**src/rtl/rtc_bus_ctrl_pkg.sv**
```systemverilog
// Shared definitions for the RTC parallel-port bus engine and its command decoders.
package rtc_bus_ctrl_pkg;

  localparam logic [2:0] S_IDLE     = 3'd0;
  localparam logic [2:0] S_A_SETUP  = 3'd1;
  localparam logic [2:0] S_A_STROBE = 3'd2;
  localparam logic [2:0] S_A_HOLD   = 3'd3;
  localparam logic [2:0] S_D_SETUP  = 3'd4;
  localparam logic [2:0] S_D_STROBE = 3'd5;
  localparam logic [2:0] S_D_HOLD   = 3'd6;
  localparam logic [2:0] S_DONE     = 3'd7;

  localparam logic AD_ADDR = 1'b0;
  localparam logic AD_DATA = 1'b1;

  localparam int unsigned DEF_T_SETUP = 2;
  localparam int unsigned DEF_T_LOW   = 10;
  localparam int unsigned DEF_T_HIGH  = 10;

  function automatic int unsigned max3(input int unsigned a, input int unsigned b,
                                       input int unsigned c);
    int unsigned m;
    m = (a > b) ? a : b;
    return (m > c) ? m : c;
  endfunction

endpackage

```
**src/rtl/rtc_phase_timer.sv**
```systemverilog
// Phase down-counter: loads duration-1 on state entry, expired when it reaches zero.
module rtc_phase_timer #(
  parameter int unsigned W = 4
) (
  input  logic         clk,
  input  logic         reset_n,
  input  logic         load,
  input  logic [W-1:0] duration,
  output logic         expired
);

  logic [W-1:0] r_count;

  always_ff @(posedge clk or negedge reset_n) begin
    if (!reset_n) begin
      r_count <= '0;
    end else if (load) begin
      r_count <= duration - W'(1);
    end else if (r_count != '0) begin
      r_count <= r_count - W'(1);
    end
  end

  assign expired = (r_count == '0);

endmodule

```
**src/rtl/rtc_bus_ctrl.sv**
```systemverilog
// Bus engine: one request becomes a multiplexed address/data cycle on the RTC parallel port.
module rtc_bus_ctrl
  import rtc_bus_ctrl_pkg::*;
#(
  parameter int unsigned T_SETUP = DEF_T_SETUP,
  parameter int unsigned T_LOW   = DEF_T_LOW,
  parameter int unsigned T_HIGH  = DEF_T_HIGH
) (
  input  logic       clk,
  input  logic       reset_n,
  input  logic       start,
  input  logic       wr,
  input  logic [7:0] addr,
  input  logic [7:0] wdata,
  output logic       busy,
  output logic       done,
  output logic [7:0] rdata,
  output logic       ad_sel,
  output logic       cs_n,
  output logic       wr_n,
  output logic       rd_n,
  output logic [7:0] ad_out,
  output logic       ad_oe,
  input  logic [7:0] ad_in
);

  localparam int unsigned CW = $clog2(max3(T_SETUP, T_LOW, T_HIGH) + 1);

  logic [2:0]    r_state;
  logic [2:0]    w_next;
  logic          w_load;
  logic          w_expired;
  logic [CW-1:0] w_dur;
  logic          w_addr_ph;
  logic          w_data_ph;

  logic       r_wr;
  logic [7:0] r_addr;
  logic [7:0] r_wdata;
  logic       r_busy, r_done, r_ad_sel, r_cs_n, r_wr_n, r_rd_n, r_ad_oe;
  logic [7:0] r_rdata, r_ad_out;

  always_comb begin
    w_next = r_state;
    unique case (r_state)
      S_IDLE:     if (start)     w_next = S_A_SETUP;
      S_A_SETUP:  if (w_expired) w_next = S_A_STROBE;
      S_A_STROBE: if (w_expired) w_next = S_A_HOLD;
      S_A_HOLD:   if (w_expired) w_next = S_D_SETUP;
      S_D_SETUP:  if (w_expired) w_next = S_D_STROBE;
      S_D_STROBE: if (w_expired) w_next = S_D_HOLD;
      S_D_HOLD:   if (w_expired) w_next = S_DONE;
      default:                   w_next = S_IDLE;
    endcase
  end

  always_comb begin
    w_load = (w_next != r_state);
    unique case (w_next)
      S_A_SETUP, S_D_SETUP:   w_dur = CW'(T_SETUP);
      S_A_STROBE, S_D_STROBE: w_dur = CW'(T_LOW);
      S_A_HOLD, S_D_HOLD:     w_dur = CW'(T_HIGH);
      default:                w_dur = CW'(1);
    endcase
  end

  rtc_phase_timer #(.W(CW)) u_timer (
    .clk      (clk),
    .reset_n  (reset_n),
    .load     (w_load),
    .duration (w_dur),
    .expired  (w_expired)
  );

  always_ff @(posedge clk or negedge reset_n) begin
    if (!reset_n) begin
      r_state <= S_IDLE;
      r_wr    <= 1'b0;
      r_addr  <= '0;
      r_wdata <= '0;
    end else begin
      r_state <= w_next;
      if (r_state == S_IDLE && start) begin
        r_wr    <= wr;
        r_addr  <= addr;
        r_wdata <= wdata;
      end
    end
  end

  always_comb begin
    w_addr_ph = (r_state == S_A_SETUP) || (r_state == S_A_STROBE) || (r_state == S_A_HOLD);
    w_data_ph = (r_state == S_D_SETUP) || (r_state == S_D_STROBE) || (r_state == S_D_HOLD);
  end

  // Pins are registered from the current state, so each pin pattern trails its state by one
  // cycle; rdata is captured on the last read strobe cycle while rd_n is still low.
  always_ff @(posedge clk or negedge reset_n) begin
    if (!reset_n) begin
      r_busy   <= 1'b0;
      r_done   <= 1'b0;
      r_rdata  <= '0;
      r_ad_sel <= AD_ADDR;
      r_cs_n   <= 1'b1;
      r_wr_n   <= 1'b1;
      r_rd_n   <= 1'b1;
      r_ad_out <= '0;
      r_ad_oe  <= 1'b0;
    end else begin
      r_busy   <= (r_state != S_IDLE);
      r_done   <= (r_state == S_DONE);
      r_ad_sel <= w_data_ph ? AD_DATA : AD_ADDR;
      r_cs_n   <= !((r_state == S_A_STROBE) || (r_state == S_D_STROBE));
      r_wr_n   <= !((r_state == S_A_STROBE) || ((r_state == S_D_STROBE) && r_wr));
      r_rd_n   <= !((r_state == S_D_STROBE) && !r_wr);
      r_ad_oe  <= w_addr_ph || (w_data_ph && r_wr);
      r_ad_out <= w_addr_ph ? r_addr : ((w_data_ph && r_wr) ? r_wdata : '0);
      if (r_state == S_D_STROBE && w_expired && !r_wr) begin
        r_rdata <= ad_in;
      end
    end
  end

  assign busy   = r_busy;
  assign done   = r_done;
  assign rdata  = r_rdata;
  assign ad_sel = r_ad_sel;
  assign cs_n   = r_cs_n;
  assign wr_n   = r_wr_n;
  assign rd_n   = r_rd_n;
  assign ad_out = r_ad_out;
  assign ad_oe  = r_ad_oe;

endmodule

```
**config.mk**
```make
export PLATFORM = sky130hd
export DESIGN_NAME = rtc_bus_ctrl
export DESIGN_NICKNAME = d
export VERILOG_FILES = /design/src/rtl/rtc_bus_ctrl_pkg.sv /design/src/rtl/rtc_phase_timer.sv /design/src/rtl/rtc_bus_ctrl.sv
export SDC_FILE = /design/constraint.sdc
export NUM_CORES = 1
export LEC_CHECK = 0
export CAP_MARGIN = 5
export CORE_UTILIZATION = 45
export CTS_BUF_LIST = sky130_fd_sc_hd__clkbuf_8
export DETAILED_ROUTE_END_ITERATION = 8
export GPL_TIMING_DRIVEN = 0
export PLACE_DENSITY = 0.87
export SKIP_LAST_GASP = 1
export SYNTH_ARGS = -nofsm -noshare
export SYNTH_HDL_FRONTEND = slang
export SYNTH_SLANG_ARGS = --single-unit
export TNS_END_PERCENT = 1
```
**constraint.sdc**
```tcl
create_clock -name clk -period 1.9 [get_ports clk]
set_input_delay 0.38 -clock clk [delete_from_list [all_inputs] [get_ports clk]]
set_output_delay 0.38 -clock clk [all_outputs]
set_load 0.005 [all_outputs]
```
==> run metrics, run 1 <==
Post-synth EDFFs=0; failing checks=negative setup slack; grt ovf=0; Final Net Count=291; clock sinks=47; DRT Wirelength=4.40 mm; worst rel slew slack=0.637; Antenna Nets Post-Route=0; CTS tree=built; global-route wire length before repair=7.00 mm; CP Buf/Inv Count=1; crit start category=flop; num rows=23; max cap viols=0; source of the critical timing path=u_timer.r_count[3]; Finished Layout Cells=313; Worst-Margin Slew=0.541 ns; CP max stage delay=0.42 ns; Pre-antenna DRT Iters=4; dpl hpwl=3.05 mm; die area=0.00473 sq mm; VDD IR max=0.673 mV; critical path cell sequence=nor4_2 > buf_4 > o21ai_0 > a221o_1 > ha_2 > and4b_2 > a21o_1; vias in the first global route=1524; Iter 0 DRT Violations=107; Leak=0.00127 uW; initial core utilization=0.484; register area share after synthesis=0.588; unrepaired setup endpoints after global routing=yes; syn avg cell area=9.94 sq um; CP Data Arrival Time=2.26 ns; total power per unit cell area=1600 mW/mm^2; Root Buffer Master=clkbuf_8; clk_lat worst skew=0.31 ns; DRC Markers=0; synthesized instance count=202; biggest area consumer among synthesized cells=dfrtp_1; layout cells sized above 1=0.141; min Tclk post-route=2.01 ns; status=finished, violations left; routed via count=1689; syn nets=231; GP Congestion=0.813; Worst Setup End Kind=flop; dpl cells=303; Hold Crit Class=reg2reg; pin count of the biggest net entering global routing=36; CTS Buffer Depth=2; Final Util=0.664; power share of the combinational group=0.429; initial antenna violation count=0; Slew Viols, Final=0; GRT Total Usage=0.209; CTS HTree Levels=2; worst reg2reg path startpoint=u_timer.r_count[3]; Layout fillers=340; register share of total power=0.394; Clock power frac=0.177; Final Hold Viols=0; Final Worst Setup Slack=-0.114 ns; Post-synth top flop=dfrtp_1; yosys warns=0; Min-Delay Startpoint=r_wr; Area contributors post-synth=dfrtp_1 (55%), nand2_1 (14%), mux2_4 (6.0%), dfstp_2 (3.9%), o22ai_1 (2.5%); final setup vio count=14; overall die width=68.8 um; synthesized flop and latch total=47; Worst Path Required=2.15 ns; Yosys top cell area share=0.549; Psw=1490 uW; routed len/inst=14.0 um; Synth cell types=34; CP Class=reg2reg; Die Y=68.8 um; Layout area overhead=37.1%; antenna diode count=0; FMAX=0.496 GHz; worst-path maximum fanout=10; Int Power=2910 uW; CTS clk-pin slew, worst paths=0.09 ns; Port Buf Inserts=50; Syn Std Cell Area=0.00201 sq mm; CTS buffer count=5; vias per inst=5.40; Placeable Area=0.00414 sq mm; share of synthesized registers carrying an async set or reset=1.00; Switching Fraction=0.338; Period Utilization, post-route=1.06; Crit path max-delay family=simple AND/OR/NAND/NOR gates; I/O pin cnt=51; Post-Route Skew=0.00430 ns; Critical Path Slowest Stage Cell=dfrtp_1
cells in the mapped netlist (2+ instances only):
cell type and number:
nand2_1 77, a221o_1 2, o31ai_1 2, or2_2 2
o22ai_1 8, mux2_4 8, clkbuf_1 8, o21ai_0 7
nor3_1 3, inv_1 3, dfstp_2 3, buf_2 2
a21oi_1 5, dfrtp_1 44, nor4_1 2, a21o_1 2
nor2_1 7
state kept, by name (all words and copies together) (netlist names):
signal / flops
ad_oe: 1
ad_out: 8
ad_sel: 1
busy: 1
cs_n: 1
done: 1
r_addr: 8
r_state: 3
r_wdata: 8
r_wr: 1
rd_n: 1
rdata: 8
u_timer.r_count: 4
wr_n: 1
cell families after synthesis:
group / share of synthesized area
compound gates: 0.105
fa+ha+maj: 0.0112
buf+inv: 0.0330
flops: 0.588
mux: 0.0599
simple gates: 0.203
metal layers:
layer | vias to the layer above | wire length [um] | global-route usage
met3 | 6 | 331 | 0.0658
li1 | 794 | - | -
met4 | 0 | 57 | 0.0740
met2 | 64 | 2150 | 0.331
met1 | 825 | 1860 | 0.269
met5 | - | 0 | 0
power groups by stage:
| stage | Clock [uW] | Combinational, uW | Sequential (uW) |
|---|---|---|---|
| after global routing | 834 | 2100 | 1800 |
| after floorplan | 0 | 1060 | 1720 |
| after CTS | 791 | 1890 | 1720 |
| after detailed placement | 0 | 1820 | 1740 |
| after global placement | 0 | 1750 | 1720 |
| final | 778 | 1890 | 1730 |
metrics by stage:
stage	setup TNS [ns]	total power (uW)	setup WS [ns]	hold slack (ns)	area [sq um]
after floorplan	-0.0899	2780	-0.0899	0.0844	2010
after global placement	-35.93	3470	-0.768	0.460	2570
after detailed placement	-1.63	3560	-0.290	0.291	2590
after CTS	-2.03	4400	-0.166	0.475	2750
after global routing	-2.29	4730	-0.180	0.505	2750
final	-0.550	4400	-0.114	0.477	2750
area by class of cell:
class,count,area (sq um),area share
Sequential cell,47,1180,0.429
Multi-Input combinational cell,140,779,0.283
Timing Repair Buffer,54,541,0.196
Clock buffer,6,82.6,0.0300
Tap cell,50,62.6,0.0227
Buffer,11,56.3,0.0205
Clock inverter,2,38.8,0.0141
Inverter,3,11.3,0.00409
path summary, 6_finish.rpt:
kind | cells after the start | slack [ns] | end
hold / removal | 1 | 0.48 | wr_n
min in group asynchronous | 2 | 0.50 | r_wdata[5]
max in group asynchronous | 3 | 0.86 | cs_n
hold reg to reg | 1 | 0.48 | wr_n
setup reg to reg | 7 | -0.11 | u_timer.r_count[2]
setup / recovery | 7 | -0.11 | u_timer.r_count[2]
layout by cell type, fill, tap and decap left out, types with 2 or more instances in the layout:
| master | n |
|---|---|
| nand2_1 | 77 |
| clkdlybuf4s50_1 | 49 |
| dfrtp_1 | 44 |
| o22ai_1 | 8 |
| mux2_4 | 8 |
| o21ai_0 | 7 |
| clkbuf_1 | 6 |
| nor2_1 | 6 |
| clkbuf_8 | 6 |
| a21oi_1 | 4 |
| buf_4 | 3 |
| inv_1 | 3 |
| nor3_1 | 3 |
| buf_2 | 3 |
| dfstp_2 | 3 |
| a221o_1 | 2 |
| o31ai_1 | 2 |
| or2_2 | 2 |
| a21o_1 | 2 |
what timing repair did:
item | in CTS | in global routing
endpoints found under the setup margin | 12 | 27
gates resized for setup | 5 | 8
cloned | 0 | 0
hold endpoints to repair | 12 | 0
hold buffers | 1 | 0
pin swaps | 1 | 1
setup buffers | 2 | 0
Power figures use the tool's default switching activity.
==> inputs of run 2 (changes only) <==
Settings changed: CELL_PAD_IN_SITES_DETAIL_PLACEMENT from default to 1, CELL_PAD_IN_SITES_GLOBAL_PLACEMENT from default to 2, CORE_UTILIZATION 45 to 28, PLACE_DENSITY 0.87 to 0.88.
==> run 2 against run 1 <==
  * The flow still finishes with violations (negative setup slack)
  * Total power shrank 1.5%
  * Combinational power increased by 4%
  * Fmax fell by 1.8%
  * Clock power shrank 23%
  * Cell count up 15%
  * Global-route usage decreased by 5.6 points
  * Setup slack worse by 0.038 ns
  * Sequential power grew 2%
  * Non-clock buffer count rose by 1
  * Critical path type unchanged
  * Largest cell class unchanged
  * Largest power group unchanged
==> run metrics, run 2 (same netlist as run 1, synthesis figures left out) <==
Leak=0.00127 uW (about the same); commonest non-fill, non-tap cell in the layout=nand2_1 (unchanged); routed len/inst=14.1 um (was 14.0 um); GRT Total Usage=0.153 (was 0.209); Worst Path Required=2.14 ns (was 2.15 ns); CTS buffer count=5 (unchanged); die area=0.00751 sq mm (was 0.00473 sq mm); critical path cell sequence=or4_4 > a21oi_2 > nor2_1 > a221o_1 > ha_2 > and4b_2 > a21o_1 (was nor4_2 > buf_4 > o21ai_0 > a221o_1 > ha_2 > and4b_2 > a21o_1); CP Class=reg2reg (unchanged); failing checks=negative setup slack (unchanged); worst slack at placement=-0.383 ns (was -0.290 ns); Period Utilization, post-route=1.08 (was 1.06); worst reg2reg path startpoint=u_timer.r_count[1] (was u_timer.r_count[3]); min Tclk post-route=2.05 ns (was 2.01 ns); R2R Setup Slk=-0.15 ns (was -0.11 ns); Pre-antenna DRT Iters=4 (unchanged); GP Congestion=0.726 (was 0.813); worst-path maximum fanout=5 (was 10); dpl hpwl=3.53 mm (was 3.05 mm); status=finished, violations left (unchanged); Port Buf Inserts=50 (unchanged); Worst-Margin Slew=0.459 ns (was 0.541 ns); Worst Setup End Kind=flop (unchanged); Placeable Area=0.00687 sq mm (was 0.00414 sq mm); vias in the first global route=1729 (was 1524); worst rel slew slack=0.694 (was 0.637); Antenna Nets Post-Route=0 (unchanged); max cap viols=0 (unchanged); antenna diode count=0 (unchanged); hold slack=0.0180 ns (was 0.477 ns); CTS tree=built (unchanged); Die Y=86.7 um (was 68.8 um); global-route wire length before repair=8.68 mm (was 7.00 mm); total power per unit cell area=1550 mW/mm^2 (was 1600 mW/mm^2); CTS clk-pin slew, worst paths=0.09 ns (about the same); Final Hold Viols=0 (unchanged); layout cells sized above 1=0.159 (was 0.141); unrepaired setup endpoints after global routing=yes (unchanged); Final Net Count=292 (was 291); initial core utilization=0.292 (was 0.484); Layout area overhead=39.5% (was 37.1%); vias per inst=4.56 (was 5.40); VDD IR max=0.537 mV (was 0.673 mV); initial antenna violation count=0 (unchanged); FMAX=0.487 GHz (was 0.496 GHz); Iter 0 DRT Violations=31 (was 107); num rows=30 (was 23); R2R depth=7 (unchanged); Hold Crit Class=in2async (was reg2reg); crit start category=flop (unchanged); grt ovf=0 (unchanged); pin count of the biggest net entering global routing=31 (was 36); CTS Hold Buffers Added=0 (was 1); Layout fillers=791 (was 340); DRT Wirelength=5.09 mm (was 4.40 mm); overall die width=86.7 um (was 68.8 um); routed via count=1640 (was 1689); DRC Markers=0 (unchanged); Slew Viols, Final=0 (unchanged); reg2reg end=u_timer.r_count[2] (unchanged); Post-Route Skew=0.00664 ns (was 0.00430 ns); CTS HTree Levels=2 (unchanged); Final Worst Setup Slack=-0.152 ns (was -0.114 ns); Root Buffer Master=clkbuf_8 (unchanged); clk_lat worst skew=0.30 ns (was 0.31 ns); most frequent cells in the layout=nand2_1 (77), clkdlybuf4s50_1 (49), dfrtp_1 (43) (was nand2_1 (77), clkdlybuf4s50_1 (49), dfrtp_1 (44)); final setup vio count=10 (was 14); clock sinks=47 (unchanged); I/O pin cnt=51 (unchanged); CTS Buffer Depth=2 (unchanged); source of the critical timing path=u_timer.r_count[1] (was u_timer.r_count[3]); Critical Path Slowest Stage Cell=or4_4 (was dfrtp_1); CP max stage delay=0.57 ns (was 0.42 ns); CP Data Arrival Time=2.29 ns (was 2.26 ns)
[run 2: cell count changes in the layout (fill, tap and decap cells not counted), sizes merged]
| cell | before | now |
|---|---|---|
| buf | 8 | 11 |
| clkinvlp | 0 | 1 |
| clkinv | 0 | 1 |
| dlygate4sd3 | 1 | 0 |
| bufinv | 1 | 0 |
| clkbuf | 13 | 11 |
[run 2: worst max-delay path by stage]
| stage | end | slack (ns) |
|---|---|---|
| after global placement | r_addr[0] | -0.92 |
| after floorplan | u_timer.r_count[2] | -0.09 |
| after detailed placement | u_timer.r_count[2] | -0.38 |
| after global routing | u_timer.r_count[2] | -0.21 |
| final | u_timer.r_count[2] | -0.15 |
| after CTS | u_timer.r_count[2] | -0.20 |
[run 2: where the power goes]
| part | internal, uW | leakage (uW) | switching, uW |
|---|---|---|---|
| logic | 1070 | 0.000652 | 899 |
| registers | 1470 | 0.000570 | 300 |
| clock network | 253 | 0.0000453 | 344 |
[run 2: layout make-up]
cell class	count	area (sq um)	share of cell area
Buffer	11	62.6	0.0224
Tap cell	96	120	0.0429
Sequential cell	47	1180	0.422
Clock inverter	3	16.3	0.00581
Clock buffer	5	68.8	0.0246
Timing Repair Buffer	55	546	0.195
Multi-Input combinational cell	140	793	0.283
Inverter	3	11.3	0.00402
[run 2: worst max-delay path: cells and delay by family, from the launching register on]
kind / cells / cell delay, ns
flip-flops: 1 / 0.46
AO/OA/AOI/OAI: 3 / 0.48
AND/OR/NAND/NOR: 3 / 0.87
adder cells (fa/ha/maj): 1 / 0.18
[run 2: repair_timing]
item	4_1_cts	5_1_grt
buffers inserted	2	2
resized for setup	9	12
pin swaps	0	1
endpoints found under the setup margin	20	21
[run 2: metal layers]
layer | share of wire | vias up | track usage
li1 | - | 791 | -
met1 | 0.47 | 802 | 0.200
met2 | 0.48 | 45 | 0.257
met3 | 0.046 | 2 | 0.0410
met4 | 0.0037 | 0 | 0.0273
met5 | 0 | - | 0
[run 2: metrics by stage]
stage | area, sq um | instances | TNS, ns | utilization | power, uW
floorplan | 2010 | 202 | -0.0899 | - | 2780
global placement | 2630 | 348 | -44.45 | 0.383 | 3560
detailed placement | 2650 | 349 | -2.78 | 0.385 | 3630
CTS | 2770 | 359 | -2.45 | 0.404 | 4310
global route | 2800 | 360 | -1.72 | 0.407 | 4710
finish | 2800 | 360 | -1.00 | 0.407 | 4330
==> inputs of run 3 (changes only) <==
Settings changed: CAP_MARGIN 5 to default, GPL_ROUTABILITY_DRIVEN from default to 0, SKIP_LAST_GASP 1 to default.
==> run 3 against run 2 <==
  * The run still ends with negative setup slack left
  * Worst hold slack about the same
  * Clock skew unchanged
  * Fmax about the same
  * Total power increased by 0.23%
  * Sequential cell count unchanged
  * Wire length decreased by 0.12%
  * Register-to-register slack about the same
  * Clock power about the same
  * Clock-buffer cell count unchanged
  * Critical path depth unchanged
  * Global-route usage unchanged
  * Largest power group unchanged
==> run metrics, run 3 (same netlist as run 1, synthesis figures left out) <==
failing checks=negative setup slack (unchanged); vias per inst=4.58 (was 4.56); clk_lat worst skew=0.30 ns (about the same); CTS tree=built (unchanged); Worst-Margin Slew=0.456 ns (was 0.459 ns); FMAX=0.487 GHz (about the same); Port Buf Inserts=50 (unchanged); Layout area overhead=39.8% (was 39.5%); Antenna Nets Post-Route=0 (unchanged); most frequent cells in the layout=nand2_1 (76), clkdlybuf4s50_1 (49), dfrtp_1 (43) (was nand2_1 (77), clkdlybuf4s50_1 (49), dfrtp_1 (43)); Hold Crit Class=in2async (unchanged); power share of the combinational group=0.455 (was 0.454); Post-Route Skew=0.00664 ns (unchanged); R2R Setup Slk=-0.15 ns (about the same); R2R depth=7 (unchanged); initial antenna violation count=0 (unchanged); Layout fillers=791 (unchanged); DP Area=0.00265 sq mm (unchanged); status=finished, violations left (unchanged); DRT Wirelength=5.09 mm (about the same); Switching Fraction=0.357 (was 0.356); total power per unit cell area=1550 mW/mm^2 (about the same); overall die width=86.7 um (unchanged); dpl hpwl=3.53 mm (unchanged); min Tclk post-route=2.05 ns (about the same); storage element area=0.00118 sq mm (unchanged); Power Total=4340 uW (was 4330 uW); Iter 0 DRT Violations=63 (was 31); initial core utilization=0.292 (unchanged); commonest non-fill, non-tap cell in the layout=nand2_1 (unchanged); routed via count=1647 (was 1640); Final Worst Setup Slack=-0.153 ns (was -0.152 ns); Final Hold Viols=0 (unchanged); num rows=30 (unchanged); pin count of the biggest net entering global routing=31 (unchanged); CP Data Arrival Time=2.30 ns (was 2.29 ns); footprint of the multi-input gates=801 sq um (was 793 sq um); hold slack=0.0180 ns (about the same); Leak=0.00127 uW (about the same); CTS clk-pin slew, worst paths=0.09 ns (about the same); Worst Path Required=2.14 ns (about the same); reg2reg end=u_timer.r_count[2] (unchanged); CP Class=reg2reg (unchanged); max cap viols=0 (unchanged); Period Utilization, post-route=1.08 (about the same); vias in the first global route=1729 (unchanged); CTS Buffer Depth=2 (unchanged); DRC Markers=0 (unchanged); Final Util=0.409 (was 0.407); grt ovf=0 (unchanged); antenna diode count=0 (unchanged); GRT Total Usage=0.153 (unchanged); Slew Viols, Final=0 (unchanged); unrepaired setup endpoints after global routing=yes (unchanged); worst rel slew slack=0.696 (was 0.694); I/O pin cnt=51 (unchanged); Worst Setup End Kind=flop (unchanged); worst-path maximum fanout=5 (unchanged); CTS HTree Levels=2 (unchanged); Psw=1550 uW (was 1540 uW); Clock power frac=0.137 (was 0.138); Root Buffer Master=clkbuf_8 (unchanged); Final Cell Area=0.00281 sq mm (was 0.00280 sq mm); CTS Hold Buffers Added=0 (unchanged); Placeable Area=0.00687 sq mm (unchanged); layout cells sized above 1=0.163 (was 0.159); Final Net Count=292 (unchanged); global-route wire length before repair=8.67 mm (was 8.68 mm); final setup vio count=10 (unchanged); crit start category=flop (unchanged); CTS buffer count=5 (unchanged); register share of total power=0.407 (was 0.408); die area=0.00751 sq mm (unchanged); Int Power=2790 uW (about the same); VDD IR max=0.537 mV (about the same); routed len/inst=14.1 um (about the same); Pre-antenna DRT Iters=4 (unchanged); worst reg2reg path startpoint=u_timer.r_count[1] (unchanged); Die Y=86.7 um (unchanged); clock sinks=47 (unchanged)
-- run 3: cell types whose count changed in the layout (fill, tap and decap cells not counted) --
cell,delta
nor2_2,-1
nand2_2,+1
nand2_1,-1
nor2_4,+1
-- run 3: how the worst max path moves through the flow --
stage	startpoint	endpoint	cells after the start
after floorplan	u_timer.r_count[2]	u_timer.r_count[2]	8
after global placement	reset_n	r_addr[0]	1
after detailed placement	u_timer.r_count[2]	u_timer.r_count[2]	7
after CTS	u_timer.r_count[3]	u_timer.r_count[2]	8
after global routing	u_timer.r_count[1]	u_timer.r_count[2]	7
final	u_timer.r_count[1]	u_timer.r_count[2]	7
-- run 3: power by group through the flow --
stage | clock network (uW) | registers [uW] | logic, uW
6_report | 597 | 1770 | 1980
5_1_grt | 662 | 1820 | 2230
4_1_cts | 618 | 1750 | 1950
3_5_place_dp | 0 | 1760 | 1870
3_3_place_gp | 0 | 1750 | 1810
2_1_floorplan | 0 | 1720 | 1060
-- run 3: what timing repair did --
| action | CTS | global route |
|---|---|---|
| setup buffers | 2 | 2 |
| gates resized for setup | 9 | 14 |
| setup endpoints to repair | 20 | 21 |
| pin swaps | 1 | 1 |
-- run 3: critical path, stage by stage (launching register included) --
cell     delay [ns]
dfrtp_2        0.46
or4_4          0.57
a21oi_2        0.13
nor2_1         0.05
a221o_1        0.27
ha_2           0.18
and4b_2        0.26
a21o_1         0.08
-- run 3: layout make-up --
class / count / area share
buffer: 11 / 0.0223
inverter: 3 / 0.00401
timing repair buffer: 55 / 0.194
tap: 96 / 0.0428
sequential: 47 / 0.421
clock inverter: 3 / 0.00580
multi-input combinational: 140 / 0.285
clock buffer: 5 / 0.0245
-- run 3: layer usage --
layer | GRT usage | vias to the layer above | share of wire
met3 | 0.0410 | 2 | 0.047
met2 | 0.257 | 46 | 0.48
li1 | - | 790 | -
met4 | 0.0273 | 0 | 0.0037
met5 | 0 | - | 0
met1 | 0.200 | 809 | 0.47
-- run 3: through the flow --
| step | setup TNS [ns] | setup WS, ns | std cells |
|---|---|---|---|
| after floorplan | -0.0899 | -0.0899 | 202 |
| after global placement | -44.45 | -0.918 | 348 |
| after detailed placement | -2.78 | -0.383 | 349 |
| after CTS | -2.30 | -0.198 | 359 |
| after global routing | -1.38 | -0.206 | 360 |
| final | -0.861 | -0.153 | 360 |
